--- src/rtl/hls_mem_preloader.sv ---
// hls_mem_preloader
//   Upstream stage of the HLS-generated `main`. It collects a byte stream
//   into little-endian words, writes them through the slave memory port, then
//   pulses start_port and times the run until done_port or a timeout.
//
// Ports
//   clock, reset          : rising-edge clock, asynchronous active-high reset
//   go, base_addr         : open a load session at base_addr (IDLE only)
//   byte_valid/data/ready : preload byte handshake
//   load_done             : end of preload (COLLECT only)
//   S_we_ram, S_oe_ram, S_addr_ram, S_Wdata_ram, S_data_ram_size : slave write port
//   start_port, done_port : run control towards `main`
//   busy, run_done, timed_out, overflow, cycle_count : status and result
module hls_mem_preloader #(
   parameter int ADDR_W         = 10,
   parameter int DATA_W         = 64,
   parameter int SIZE_W         = 7,
   parameter int MEM_SIZE       = 256,
   parameter int TIMEOUT_CYCLES = 200000000
) (
   input  logic              clock,
   input  logic              reset,
   input  logic              go,
   input  logic [ADDR_W-1:0] base_addr,
   input  logic              byte_valid,
   input  logic [7:0]        byte_data,
   output logic              byte_ready,
   input  logic              load_done,
   output logic              S_we_ram,
   output logic              S_oe_ram,
   output logic [ADDR_W-1:0] S_addr_ram,
   output logic [DATA_W-1:0] S_Wdata_ram,
   output logic [SIZE_W-1:0] S_data_ram_size,
   output logic              start_port,
   input  logic              done_port,
   output logic              busy,
   output logic              run_done,
   output logic              timed_out,
   output logic              overflow,
   output logic [31:0]       cycle_count
);

   localparam int BYTES  = DATA_W / 8;
   localparam int BCNT_W = $clog2(BYTES + 1);
   localparam int TOT_W  = $clog2(MEM_SIZE + 1);
   localparam logic [BCNT_W-1:0] BYTES_C   = BCNT_W'(BYTES);
   localparam logic [TOT_W-1:0]  MEM_C     = TOT_W'(MEM_SIZE);
   localparam logic [31:0]       TIMEOUT_C = 32'(TIMEOUT_CYCLES);

   typedef enum logic [2:0] {
      S_IDLE, S_COLLECT, S_WRITE, S_WGAP, S_START, S_RUN, S_REPORT
   } state_t;

   state_t              state_reg, state_next;
   logic [ADDR_W-1:0]   ptr_reg, ptr_next;
   logic [DATA_W-1:0]   word_reg, word_next;
   logic [BCNT_W-1:0]   bcnt_reg, bcnt_next;
   logic [TOT_W-1:0]    total_reg, total_next;
   logic                flush_reg, flush_next;
   logic                ovf_reg, ovf_next;
   logic                to_reg, to_next;
   logic [31:0]         ccount_reg, ccount_next;
   logic [31:0]         cnt_reg, cnt_next;
   logic [ADDR_W-1:0]   waddr_reg, waddr_next;
   logic [DATA_W-1:0]   wdata_reg, wdata_next;
   logic [SIZE_W-1:0]   wsize_reg, wsize_next;

   logic accept;
   logic keep;

   assign accept = (state_reg == S_COLLECT) && byte_valid;
   // Bytes past the preload memory size are still handshaked but dropped.
   assign keep   = accept && (total_reg < MEM_C);

   always_ff @(posedge clock or posedge reset) begin
      if (reset) begin
         state_reg  <= S_IDLE;
         ptr_reg    <= '0;
         word_reg   <= '0;
         bcnt_reg   <= '0;
         total_reg  <= '0;
         flush_reg  <= 1'b0;
         ovf_reg    <= 1'b0;
         to_reg     <= 1'b0;
         ccount_reg <= '0;
         cnt_reg    <= '0;
         waddr_reg  <= '0;
         wdata_reg  <= '0;
         wsize_reg  <= '0;
      end else begin
         state_reg  <= state_next;
         ptr_reg    <= ptr_next;
         word_reg   <= word_next;
         bcnt_reg   <= bcnt_next;
         total_reg  <= total_next;
         flush_reg  <= flush_next;
         ovf_reg    <= ovf_next;
         to_reg     <= to_next;
         ccount_reg <= ccount_next;
         cnt_reg    <= cnt_next;
         waddr_reg  <= waddr_next;
         wdata_reg  <= wdata_next;
         wsize_reg  <= wsize_next;
      end
   end

   always_comb begin
      state_next  = state_reg;
      ptr_next    = ptr_reg;
      word_next   = word_reg;
      bcnt_next   = bcnt_reg;
      total_next  = total_reg;
      flush_next  = flush_reg;
      ovf_next    = ovf_reg;
      to_next     = to_reg;
      ccount_next = ccount_reg;
      cnt_next    = cnt_reg;
      waddr_next  = waddr_reg;
      wdata_next  = wdata_reg;
      wsize_next  = wsize_reg;

      case (state_reg)
         S_IDLE: begin
            if (go) begin
               ptr_next    = base_addr;
               word_next   = '0;
               bcnt_next   = '0;
               total_next  = '0;
               flush_next  = 1'b0;
               ovf_next    = 1'b0;
               to_next     = 1'b0;
               ccount_next = '0;
               state_next  = S_COLLECT;
            end
         end

         S_COLLECT: begin
            if (keep) begin
               for (int k = 0; k < BYTES; k++) begin
                  if (bcnt_reg == BCNT_W'(k)) begin
                     word_next[8*k +: 8] = byte_data;
                  end
               end
               bcnt_next  = bcnt_reg + BCNT_W'(1);
               total_next = total_reg + TOT_W'(1);
            end
            if (accept && !keep) begin
               ovf_next = 1'b1;
            end
            if (load_done) begin
               flush_next = 1'b1;
            end

            // A byte arriving with load_done is packed before the flush decision.
            if (bcnt_next == BYTES_C) begin
               state_next = S_WRITE;
            end else if (load_done) begin
               state_next = (bcnt_next != '0) ? S_WRITE : S_START;
            end

            // Capture the write beat now so the port holds it after the write.
            if (state_next == S_WRITE) begin
               waddr_next = ptr_reg;
               wdata_next = word_next;
               wsize_next = SIZE_W'({bcnt_next, 3'b000});
            end
         end

         S_WRITE: begin
            ptr_next   = ptr_reg + ADDR_W'(bcnt_reg);
            bcnt_next  = '0;
            // Clearing the word keeps unused upper lanes zero on partial writes.
            word_next  = '0;
            state_next = S_WGAP;
         end

         S_WGAP: begin
            state_next = flush_reg ? S_START : S_COLLECT;
         end

         S_START, S_RUN: begin
            cnt_next = cnt_reg + 32'd1;
            if (done_port) begin
               ccount_next = cnt_reg;
               state_next  = S_REPORT;
            end else if (state_reg == S_START) begin
               state_next = S_RUN;
            end else if (cnt_reg >= TIMEOUT_C) begin
               to_next     = 1'b1;
               ccount_next = TIMEOUT_C;
               state_next  = S_REPORT;
            end
         end

         S_REPORT: begin
            state_next = S_IDLE;
         end

         default: begin
            state_next = S_IDLE;
         end
      endcase

      // The START cycle itself is cycle 1 of the run.
      if (state_next == S_START) begin
         cnt_next = 32'd1;
      end
   end

   assign byte_ready      = (state_reg == S_COLLECT);
   assign S_we_ram        = (state_reg == S_WRITE);
   assign S_oe_ram        = 1'b0;
   assign S_addr_ram      = waddr_reg;
   assign S_Wdata_ram     = wdata_reg;
   assign S_data_ram_size = wsize_reg;
   assign start_port      = (state_reg == S_START);
   assign busy            = (state_reg != S_IDLE);
   assign run_done        = (state_reg == S_REPORT);
   assign timed_out       = to_reg;
   assign overflow        = ovf_reg;
   assign cycle_count     = ccount_reg;

endmodule

--- config.mk ---
export PLATFORM = sky130hd
export DESIGN_NAME = hls_mem_preloader
export DESIGN_NICKNAME = d
export VERILOG_FILES = /design/src/rtl/hls_mem_preloader.sv
export SDC_FILE = /design/constraint.sdc
export NUM_CORES = 1
export LEC_CHECK = 0
export CAP_MARGIN = 20
export CORE_MARGIN = 8
export CORE_UTILIZATION = 40
export DETAILED_ROUTE_END_ITERATION = 8
export GPL_TIMING_DRIVEN = 0
export PLACE_DENSITY = 0.66
export SYNTH_ARGS = -nofsm -noshare
export SYNTH_HDL_FRONTEND = slang
export SYNTH_SLANG_ARGS = --single-unit
export TNS_END_PERCENT = 50
--- constraint.sdc ---
create_clock -name clock -period 7.72 [get_ports clock]
set_input_delay 1.544 -clock clock [delete_from_list [all_inputs] [get_ports clock]]
set_output_delay 1.544 -clock clock [all_outputs]
set_load 0.02 [all_outputs]
* After elaboration in Yosys (flattened, before gate mapping)
Index checks and enable logic that the tools add are counted.
** Storage, ports and cells
- Register bits :: 235
- Input bits :: 24
- Output and inout port bits :: 121
- Logic and storage cells :: 112
** Cells by class
- Add/sub/neg operators :: 4
- $lt $le $gt $ge :: 2
- Equal/unequal tests :: 25
- Mux-type cells :: 46
- Reduce and logical (&&, ||, !) cells :: 22
** Operators by type and width (count)
- 32-bit two-way mux :: 6
- 64-bit one-hot mux with 3 select lines :: 1
- 64-bit two-way mux :: 2
- 8-bit two-way mux :: 8
- 32-bit one-hot mux with 2 select lines :: 1
- 32-bit by 1-bit adder with 32-bit output, second input constant :: 1
- 32-bit by 28-bit >= comparator with 1-bit output, second input constant :: 1
- 3-bit two-way mux :: 9
- 10-bit one-hot mux with 2 select lines :: 1
- 9-bit two-way mux :: 2
- 9-bit one-hot mux with 2 select lines :: 1
- 4-bit by 3-bit == test with 1-bit output, second input constant :: 4
- 3-bit one-hot mux with 5 select lines :: 1
- 3-bit == test, second input constant :: 4
- 4-bit two-way mux :: 3
- 4-bit one-hot mux with 3 select lines :: 1
- 10-bit by 4-bit adder with 10-bit output :: 1
- 10-bit two-way mux :: 1
- 2-bit != test, second input constant :: 5
- 9-bit by 1-bit adder with 9-bit output, second input constant :: 1
- 3-bit by 2-bit == test with 1-bit output, second input constant :: 3
- 9-bit less-than comparator, second input constant :: 1
- 3-bit AND reduction :: 3
- 4-bit by 2-bit == test with 1-bit output, second input constant :: 2
- other kinds (19) :: 36

* Depth between registers and ports, before layout
Gate-level depths: netlist of the first run.
- Word-level depth :: 13
- Gate-level depth with buffers :: 11
- Gate-level depth less buffers :: 9

* Worst setup path before layout of the first run
OpenSTA, ideal clock, no wires.
- Path type :: input to register
- From :: input port byte_valid
- To :: register wdata_reg[40], in the netlist S_Wdata_ram[40]
- Setup time :: 0.125 ns
- Arrival :: 3.280 ns
- Setup slack :: 4.316 ns
- Cell stages on the path :: 7
- Path buffers :: 2
- Cells stage by stage :: nand2b_1 nor2_1 and4b_1 clkbuf_1 buf_1 mux2_2 mux2_2
** Between the ends
- Longest elaborated chain between the ends :: 11
- Elaborated cells between the ends (all ways) :: 13
** RTL lines
- start, declared :: line 25 : input logic byte_valid,
- 1-bit logical AND (*) :: line 71 : assign accept = (state_reg == S_COLLECT) && byte_valid;
- 1-bit logical AND (*) :: line 73 : assign keep = accept && (total_reg < MEM_C);
- 4-bit two-way mux :: line 138 : if (keep) begin
- 4-bit two-way mux :: line 122 : case (state_reg)
- 4-bit nonzero test :: line 158 : state_next = (bcnt_next != '0) ? S_WRITE : S_START;
- 3-bit two-way mux :: line 158
- 3-bit two-way mux :: line 157 : end else if (load_done) begin
- 3-bit two-way mux :: line 155 : if (bcnt_next == BYTES_C) begin
- 3-bit two-way mux :: line 122
- 3-bit by 2-bit == test with 1-bit output :: line 162 : if (state_next == S_WRITE) begin
- 2-bit AND reduction (no line)
- end signal, assigned :: line 102 : wdata_reg <= wdata_next;
- end, declared :: line 65 : logic [DATA_W-1:0] wdata_reg, wdata_next;
Mark *: on every way between the ends. The rest lies on a longest branch, timed or not. The select of a mux whose other input is x is not followed.
A chain may end at the register's enable or synchronous reset.

* Worst setup path after layout of the first run
- From :: register state_reg[1]
- To :: output port S_we_ram
** Between the ends
- Longest elaborated chain between the ends :: 1
** RTL lines
- start, declared :: line 54 : state_t state_reg, state_next;
- start signal, assigned :: line 91 : state_reg <= state_next;
- 3-bit by 2-bit == test with 1-bit output :: line 211 : assign S_we_ram = (state_reg == S_WRITE);
- end, declared :: line 29 : output logic S_we_ram,
Every way passes these cells.

==> results of run 1 <==
final timing paths:
path	slack, ns	to
worst max-delay path	3.02	S_we_ram
worst min-delay path	0.49	word_reg[42]$_DFFE_PP0P_
worst max register to register	4.50	S_Wdata_ram[14]$_DFFE_PP0P_
worst min register to register	0.49	word_reg[42]$_DFFE_PP0P_
max in group asynchronous	5.41	S_data_ram_size[3]$_DFFE_PP0P_
min in group asynchronous	1.44	cycle_count[23]$_DFFE_PP0P_
cells in the mapped netlist (14+ instances only):
cell and count:
xor2_1 31, a22o_1 84, inv_1 17, dfrtp_1 235, a31oi_1 27, a21oi_1 91, nor2_1 94, clkbuf_1 39
buf_2 25, mux2_2 26, nand3_1 15, nand4_1 14, o21ai_0 18, mux2i_1 36, nand2_1 104
logic make-up after synthesis:
logic type / Yosys count
compound gates: 255
xor+xnor: 41
fa+ha+maj: 12
buf+inv: 91
flops: 235
mux: 62
other cells: 1
simple gates: 287
routing by layer:
metal | share of wire [%] | vias up | GRT usage [%]
met5 | 0 | - | 0
met4 | 1.8 | 0 | 4.31
met3 | 5.6 | 37 | 2.96
met2 | 47 | 213 | 28.3
met1 | 46 | 4069 | 23.9
li1 | - | 3871 | -
per-stage QoR:
step / hold slack [ns] / worst slack [ns] / instances / power, mW
3_3_place_gp: 0.481 / 1.28 / 1462 / 4.09
2_1_floorplan: 0.462 / 3.10 / 987 / 3.18
3_5_place_dp: 0.481 / 3.19 / 1468 / 4.14
6_report: 0.493 / 3.02 / 1518 / 5.42
5_1_grt: 0.511 / 2.80 / 1518 / 5.74
4_1_cts: 0.498 / 3.03 / 1516 / 5.47
report_power, final:
| group | total, mW | internal (mW) | switching [mW] |
|---|---|---|---|
| Combinational | 2.19 | 0.920 | 1.27 |
| Sequential | 1.92 | 1.62 | 0.302 |
| Clock | 1.31 | 0.789 | 0.519 |
| Total | 5.42 | 3.33 | 2.09 |
final cells by class:
type                       instances  share of cell area, %
sequential                       235                   44.0
multi-input combinational        661                   31.7
timing repair buffer             148                   11.5
clock buffer                      33                   5.29
tap                              335                   3.14
buffer                            72                   2.37
clock inverter                    15                   1.52
inverter                          19                  0.562
==> impl_results.md, run 1 <==
- Register area share after synthesis: a little under three fifths
- Arrival time of the worst setup path: roughly 3.2 ns
- Crit Path Max Fanout: 10
- # rows: 59
- Multi-input combinational cell area: 4230 um2
- CTS resizes: 0
- TritonCTS Sinks: around 240
- Share of the synthesized area in the top cell type: about 56%
- Leak: 5.79 nW
- # DRC: 0
- Fin. max-slew vios: 0
- F_max: 0.213 GHz
- Most frequent cells in the layout: 235 x dfrtp_1, 140 x clkdlybuf4s50_1, 104 x nand2_1, 94 x nor2_1, 91 x a21oi_1
- Starting DRT DRC Count: between 500 and 600
- Post-Synth XOR/XNOR Area: between 3 and 4%
- Multiplexer share of the synthesized area: just over 6%
- Final #Nets: roughly 1,200
- TNS Setup: 0 ns
- Largest net degree at the start of global routing: 42
- Hold WC Path Type: reg2reg
- Area Growth Syn to Fin: 27.5%
- I/O Pins: ~150
- Post-CTS Setup Inserts: 0
- First-pass GRT wire length: roughly 44 mm
- CP peak stage delay: ~0.7 ns
- Hold_buf cts: 0
- Final Setup Violations: 0
- Netlist cell types: 60
- Worst path most repeated cell: clkbuf_1
- Gate Count Post-Synth: 984
- TritonCTS Buffers: 26
- Reg area: roughly 5900 um2
- FF+latch count, synth: 235
- Reg2reg path depth: 11
- Levels on crit path: 7
- Die span in y: around 180 um
- First-pass iteration count of the detailed router: 5
- Placer Congestion: 0.807
- Core ar.: roughly 26,000 um2
- Worst setup SP type: register
- Max-Cap Viols: 0
- Simple-Gate Fraction of Synth Area: 12.6%
- Synthesized area per cell: approximately 11 um2
- Post-synthesis compound-gate area fraction: between 10% and 20%
- WL/cell: about 18 um
- Post-synth EDFFs: 0
- Skew final: 0.0159 ns
- Die area: 31,700 um2
- Minimum clock period: roughly 4.7 ns
- Area share of fa/ha/maj cells after synthesis: under 10%
- Maximum vdd drop: roughly 230 uV
- Worst path buffer plus inverter count: 5
- CP max-delay cell: clkdlybuf4s50_1
- Placed wire-length estimate: 19.6 mm
- Tightest Pin Transition: between 1 and 1.5 ns
- Largest family of logic cells by synthesized area: compound AO/OA/AOI/OAI gates
- Root Buffer: clkbuf_16
- Synth Flop Type: dfrtp_1
- Reg2reg start: state_reg[1]$_DFF_PP0_
- Max Buffers Root-to-Sink: 3
- WS Path Type: reg2out
- CP required: just over 6 ns
- Routed WL: roughly 28 mm
- Vias in the first global route: ~8,000
- Unrepaired setup endpoints after global routing: no
- CTS tree: built
- PD cells: between 400 and 500 nW/um2
- Cell area after layout: 13,400 um2
- Synth warn: 0
- IO Port Bufs: 140
- FFs w/ async S/R, synth: 100%
- Mapped cell area: approximately 10,000 um2
- Clk slew on worst S/H paths: roughly 0.060 ns
- Final hold violations: 0
- Synth area leaders: dfrtp_1 56%, a22o_1 7.0%, a21oi_1 4.3%
- Via/cell ratio: between 5 and 6
- Die W: 178 um
- WHS Path Cells: 1
- Yosys top cell by area: dfrtp_1
- Most common cell after layout, fill and taps aside: dfrtp_1
- Clock Latency Late Sink: roughly 0.53 ns
- Final Cycle Share: between 60% and 70%
- Grt ovf: 0
- Worst Setup End Kind: primary output
- Crit-path cells: clkbuf_1 -> nand2b_1 -> or2_2 -> clkbuf_1 -> clkinv_1 -> clkbuf_1 -> clkdlybuf4s50_1
- Status: finished, final reports clean
- Placed inst area: between 10,000 and 15,000 um2
- Final ANT Viol Nets: 0
- HP Start: word_reg[42]$_DFFE_PP0P_
- Final-layout fill cell count: ~2,300
- Via count: just over 8,000
- Initial antenna violation count: 0
- Fraction of layout cells with a size suffix above 1: about a tenth
- Starting Density: roughly 40%
- Slew margin rel.: approximately a third
- H-tree levels: 1
- Inserted Diodes: 0
- CP delay by family, top: buffers and inverters
- Crit path from: state_reg[1]$_DFF_PP0_
- Final core occ: around 52%
- Overall Global Routing Usage: 17.4%
No activity file was read; power rests on OpenSTA's default activity.
==> inputs of run 2 (changes only) <==
Clock period 7.72 ns to 3.9 ns, I/O delays scaled along.
==> impl_results.md, run 2 (synthesis gave the netlist of run 1 again) <==
- Status: finished, final reports clean
- Via/cell ratio: 5.39 (-0.18%)
- Reg2reg path depth: 11 (unchanged)
- Arrival time of the worst setup path: 2.90 ns (-0.25 ns)
- Placer Congestion: 0.807 (unchanged)
- First-pass iteration count of the detailed router: 5 (unchanged)
- Post-placement cell count: 1,468 (unchanged)
- Grt ovf: 0 (unchanged)
- CTS tree: built
- Crit Path Max Fanout: 17 (+7)
- Starting Density: 40.5% (unchanged)
- Starting DRT DRC Count: 584 (+0.69%)
- FF-to-FF End: S_Wdata_ram[14]$_DFFE_PP0P_
- HP Start: word_reg[42]$_DFFE_PP0P_
- Final hold violations: 0 (unchanged)
- Area Growth Syn to Fin: 27.5% (unchanged)
- Fin. max-slew vios: 0 (unchanged)
- Final Setup Violations: 0 (unchanged)
- Hold WC Path Type: reg2reg
- F_max: around 0.27 GHz
- # rows: 59 (unchanged)
- Clk slew on worst S/H paths: 0.06 ns (about the same)
- I/O Pins: 145 (unchanged)
- Levels on crit path: 6 (-1)
- Maximum vdd drop: 455 uV (+98%)
- TritonCTS Buffers: 26 (unchanged)
- Via count: 8,170 (-0.24%)
- Unrepaired setup endpoints after global routing: no
- Clock Latency Late Sink: 0.53 ns (about the same)
- Final-layout fill cell count: 2,285 (-0.087%)
- Skew final: 0.0177 ns (+0.00174 ns)
- Tightest Pin Transition: 0.993 ns (-0.0257 ns)
- Reg2reg start: state_reg[1]$_DFF_PP0_
- WS Path Type: reg2out
- Inserted Diodes: 0 (unchanged)
- Core ar.: 25,900 um2 (unchanged)
- H-tree levels: 1 (unchanged)
- Fraction of layout cells with a size suffix above 1: 9.90% (+0.093 points)
- TritonCTS Sinks: 235 (unchanged)
- Leak: 5.79 nW (about the same)
- WHS Path Cells: 1 (unchanged)
- PD cells: 802 nW/um2 (+98%)
- Most common cell after layout, fill and taps aside: dfrtp_1
- Final ANT Viol Nets: 0 (unchanged)
- Placed wire-length estimate: 19.6 mm (unchanged)
- Die W: 178 um (unchanged)
- Worst setup SP type: register
- Worst Setup End Kind: primary output
- CP peak stage delay: 0.65 ns (-0.05 ns)
- Most frequent cells in the layout: 235 x dfrtp_1, 140 x clkdlybuf4s50_1, 104 x nand2_1, 94 x nor2_1, 91 x a21oi_1
- CP delay by family, top: buffers and inverters
- Hold_buf cts: 0 (unchanged)
- Worst Hold Endpoint: word_reg[42]$_DFFE_PP0P_
- Overall Global Routing Usage: 17.4% (about the same)
- # DRC: 0 (unchanged)
- Minimum clock period: roughly 3.7 ns
- Die area: 31,700 um2 (unchanged)
- Final #Nets: 1,198 (-0.083%)
- Routed WL: 27.8 mm (about the same)
- Slew margin rel.: 33.4% (+1.9 points)
- Crit-path cells: clkbuf_1 -> nand2b_1 -> or2_2 -> clkbuf_1 -> clkinvlp_4 -> clkdlybuf4s50_1
- CP max-delay cell: clkdlybuf4s50_1
- Die span in y: 178 um (unchanged)
- Worst path buffer plus inverter count: 4 (-1)
- Max-Cap Viols: 0 (unchanged)
- Initial antenna violation count: 0 (unchanged)
- Worst path most repeated cell: clkbuf_1
- Finished Layout Cells: 1,517 (-0.066%)
- Largest net degree at the start of global routing: 42 (unchanged)
- FF-to-FF setup slack: 0.70 ns (-3.80 ns)
- WL/cell: 18.4 um (about the same)
- Post-CTS Setup Inserts: 0 (unchanged)
- IO Port Bufs: 140 (unchanged)
- First-pass GRT wire length: 44.3 mm (about the same)
- Vias in the first global route: 8,064 (-0.15%)
- Root Buffer: clkbuf_16
- Final Cycle Share: approximately 94%
- Hold slack: 0.492 ns (-0.000243 ns)
- CP required: 3.12 ns (-3.06 ns)
- Max Buffers Root-to-Sink: 3 (unchanged)
==> run 2: cell count changes in the layout (fill, tap and decap cells not counted), sizes merged <==
cell and change:
clkbuf -1, clkinv -1, clkinvlp +1
==> run 2: what timing repair did <==
action | in CTS | in global routing
setup endpoints to repair | 1 | 1
cloned | 0 | 0
pin swaps | 0 | 0
gates resized for setup | 0 | 1
==> run 2: worst max path at each step <==
| stage | end | start |
|---|---|---|
| after floorplan | S_Wdata_ram[0]$_DFFE_PP0P_ | reset |
| after global placement | S_Wdata_ram[48]$_DFFE_PP0P_ | reset |
| after detailed placement | S_Wdata_ram[7]$_DFFE_PP0P_ | byte_valid |
| after CTS | S_we_ram | state_reg[2]$_DFF_PP0_ |
| after global routing | S_we_ram | state_reg[2]$_DFF_PP0_ |
| final | S_we_ram | state_reg[2]$_DFF_PP0_ |
==> run 2: report_power, final <==
part | switching [mW] | internal, mW
Sequential | 0.600 | 3.21
Clock | 1.02 | 1.56
Combinational | 2.51 | 1.82
Total | 4.13 | 6.59
==> run 2: cell type report <==
type	instances	area [um2]	share of cell area (%)
clock inverters	15	203	1.52
inverters	19	78.8	0.590
well taps	335	419	3.14
clock buffers	33	707	5.29
flip-flops and latches	235	5880	44.0
plain buffers	71	313	2.34
multi-input cells	661	4230	31.7
repair buffers	148	1530	11.5
==> run 2: per-stage QoR <==
| step | setup TNS, ns | total power [mW] | area, um2 | utilization [%] | setup WS, ns |
|---|---|---|---|---|---|
| after floorplan | 0 | 6.29 | 10500 | - | 0.0421 |
| after global placement | -413.11 | 8.10 | 12300 | 47.5 | -1.78 |
| after detailed placement | 0 | 8.19 | 12400 | 48.0 | 0.130 |
| after CTS | 0 | 10.8 | 13400 | 51.5 | 0.128 |
| after global routing | 0 | 11.4 | 13400 | 51.6 | 0.0385 |
| final | 0 | 10.7 | 13400 | 51.6 | 0.218 |
==> run 2: per-layer routing <==
metal,wire [um],track usage [%]
met1,12800,23.9
met4,503,4.31
met2,13100,28.3
met3,1490,2.96
met5,0,0
==> inputs of run 3 (changes only) <==
Settings changed: SLEW_MARGIN from default to 30.
==> impl_results.md, run 3 (synthesis gave the netlist of run 1 again) <==
- Status: finished, final reports clean
- Routed WL: 27.7 mm (-0.41%)
- Leak: 5.82 nW (+0.52%)
- Max-Cap Viols: 0 (unchanged)
- TritonCTS Sinks: 235 (unchanged)
- Slew margin rel.: 46.2% (+13 points)
- Final hold violations: 0 (unchanged)
- Multi-input combinational cell area: 4260 um2 (+0.53%)
- Max Buffers Root-to-Sink: 3 (unchanged)
- Final Cycle Share: 93.8% (-0.56 points)
- Worst path most repeated cell: clkbuf_1
- Fraction of layout cells with a size suffix above 1: 10.4% (+0.50 points)
- Hold slack: 0.491 ns (-0.000940 ns)
- Final #Nets: 1,200 (+0.17%)
- Crit Path Max Fanout: 17 (unchanged)
- # DRC: 0 (unchanged)
- TNS Setup: 0 ns (unchanged)
- Reg2reg path depth: 11 (unchanged)
- TritonCTS Buffers: 25 (-3.8%)
- Overall Global Routing Usage: 17.5% (+0.054 points)
- I/O Pins: 145 (unchanged)
- CP max-delay cell: clkdlybuf4s50_1
- Tightest Pin Transition: 0.802 ns (-0.191 ns)
- Grt ovf: 0 (unchanged)
- Levels on crit path: 6 (unchanged)
- Final ANT Viol Nets: 0 (unchanged)
- Cell area after layout: 13,500 um2 (+0.66%)
- # rows: 59 (unchanged)
- Hold_buf cts: 0 (unchanged)
- Fin. max-slew vios: 0 (unchanged)
- Starting DRT DRC Count: 534 (-8.6%)
- Reg area: 5880 um2 (unchanged)
- Clk slew on worst S/H paths: 0.06 ns (about the same)
- Die area: 31,700 um2 (unchanged)
- Power, Total: 10.6 mW (-0.92%)
- Most frequent cells in the layout: 235 x dfrtp_1, 140 x clkdlybuf4s50_1, 104 x nand2_1, 94 x nor2_1, 91 x a21oi_1
- Via/cell ratio: 5.39 (+0.17%)
- PD cells: 790 nW/um2 (-1.6%)
- Via count: 8,189 (+0.23%)
- First-pass GRT wire length: 44.5 mm (+0.45%)
- CTS tree: built
- CP delay by family, top: buffers and inverters
- Skew final: 0.0202 ns (+0.00258 ns)
- Hold WC Path Type: reg2reg
- CP peak stage delay: 0.65 ns (about the same)
- Initial antenna violation count: 0 (unchanged)
- Worst path buffer plus inverter count: 4 (unchanged)
- Minimum clock period: 3.66 ns (-0.0219 ns)
- Placed wire-length estimate: 20.0 mm (+2.2%)
- Final core occ: 51.9% (+0.34 points)
- Vias in the first global route: 8,042 (-0.27%)
- First-pass iteration count of the detailed router: 5 (unchanged)
- IO Port Bufs: 140 (unchanged)
- Worst Setup End Kind: primary output
- Most common cell after layout, fill and taps aside: dfrtp_1
- Worst setup SP type: register
- Clock Latency Late Sink: 0.52 ns (about the same)
- Die span in y: 178 um (unchanged)
- Crit-path cells: clkbuf_1 -> nand2b_1 -> or2_2 -> clkbuf_1 -> clkinvlp_4 -> clkdlybuf4s50_1
- Placed inst area: 12,600 um2 (+1.1%)
- Largest net degree at the start of global routing: 31 (-26%)
- Placer Congestion: 0.807 (unchanged)
- WL/cell: 18.3 um (-0.47%)
- CP required: 3.12 ns (about the same)
- Maximum vdd drop: 451 uV (-0.77%)
- Met3 wire length: 1.58 mm (+6.0%)
- Inserted Diodes: 0 (unchanged)
- M1 wire length: 12.7 mm (-0.75%)
- WS Path Type: reg2out
- Die W: 178 um (unchanged)
- Root Buffer: clkbuf_16
- Core ar.: 25,900 um2 (unchanged)
- Starting Density: 40.5% (unchanged)
- Final-layout fill cell count: 2,290 (+0.22%)
- Area Growth Syn to Fin: 28.3%
- Unrepaired setup endpoints after global routing: no
- Arrival time of the worst setup path: 2.88 ns (-0.02 ns)
- DR top layer: met4
- WHS Path Cells: 1 (unchanged)
- Post-CTS Setup Inserts: 0 (unchanged)
- F_max: 0.273 GHz (+0.60%)
- H-tree levels: 1 (unchanged)
- Met2 Routed Length: 12.9 mm (-1.6%)
- Final Setup Violations: 0 (unchanged)
run 3: cell types whose count changed in the layout (fill, tap and decap cells not counted), moves of 2 or more:
cell      previous run  this run
buf_16               0         5
clkbuf_8             3         5
nor4_1               4         2
nor4_2               0         2
run 3: per-layer routing:
layer	global-route usage (%)	vias to the layer above
met5	0	-
met4	4.72	0
met3	2.79	45
met2	27.6	230
met1	24.5	4065
li1	-	3849
run 3: worst reg2reg max path: stages (launching register included):
cell	delay [ns]
dfrtp_1	0.40
or3b_1	0.38
buf_2	0.19
inv_2	0.13
nand2b_1	0.06
clkbuf_1	0.19
nor3_1	0.62
and2_1	0.22
clkbuf_1	0.28
clkbuf_1	0.40
nand2_1	0.11
a31oi_1	0.18
run 3: layout make-up:
type | instances | share of cell area [%]
clock inverters | 13 | 1.14
repair buffers | 151 | 12.2
well taps | 335 | 3.12
inverters | 19 | 0.586
plain buffers | 71 | 2.33
clock buffers | 33 | 5.25
flip-flops and latches | 235 | 43.7
multi-input cells | 661 | 31.6
run 3: timing repair:
action	CTS	global route
setup endpoints to repair	1	1
resized for setup	0	1
cloned	0	0
run 3: worst paths after layout:
| check | startpoint | end | slack (ns) |
|---|---|---|---|
| worst max register to register | state_reg[1]$_DFF_PP0_ | S_Wdata_ram[7]$_DFFE_PP0P_ | 0.68 |
| max in group asynchronous | reset | S_Wdata_ram[24]$_DFFE_PP0P_ | 2.27 |
| worst min register to register | word_reg[42]$_DFFE_PP0P_ | word_reg[42]$_DFFE_PP0P_ | 0.49 |
| min in group asynchronous | reset | cycle_count[23]$_DFFE_PP0P_ | 0.60 |
| worst max-delay path | state_reg[2]$_DFF_PP0_ | S_we_ram | 0.24 |
| worst min-delay path | word_reg[42]$_DFFE_PP0P_ | word_reg[42]$_DFFE_PP0P_ | 0.49 |
run 3: through the flow:
stage                     std cells  setup slack [ns]
after detailed placement       1473             0.101
after global routing           1518            0.0153
after global placement         1462             -1.78
final                          1518             0.240
after floorplan                 987            0.0421
after CTS                      1518             0.162
run 3: power by group:
part	switching [mW]	internal, mW
combinational	2.51	1.84
sequential	0.597	3.21
clock	0.992	1.48
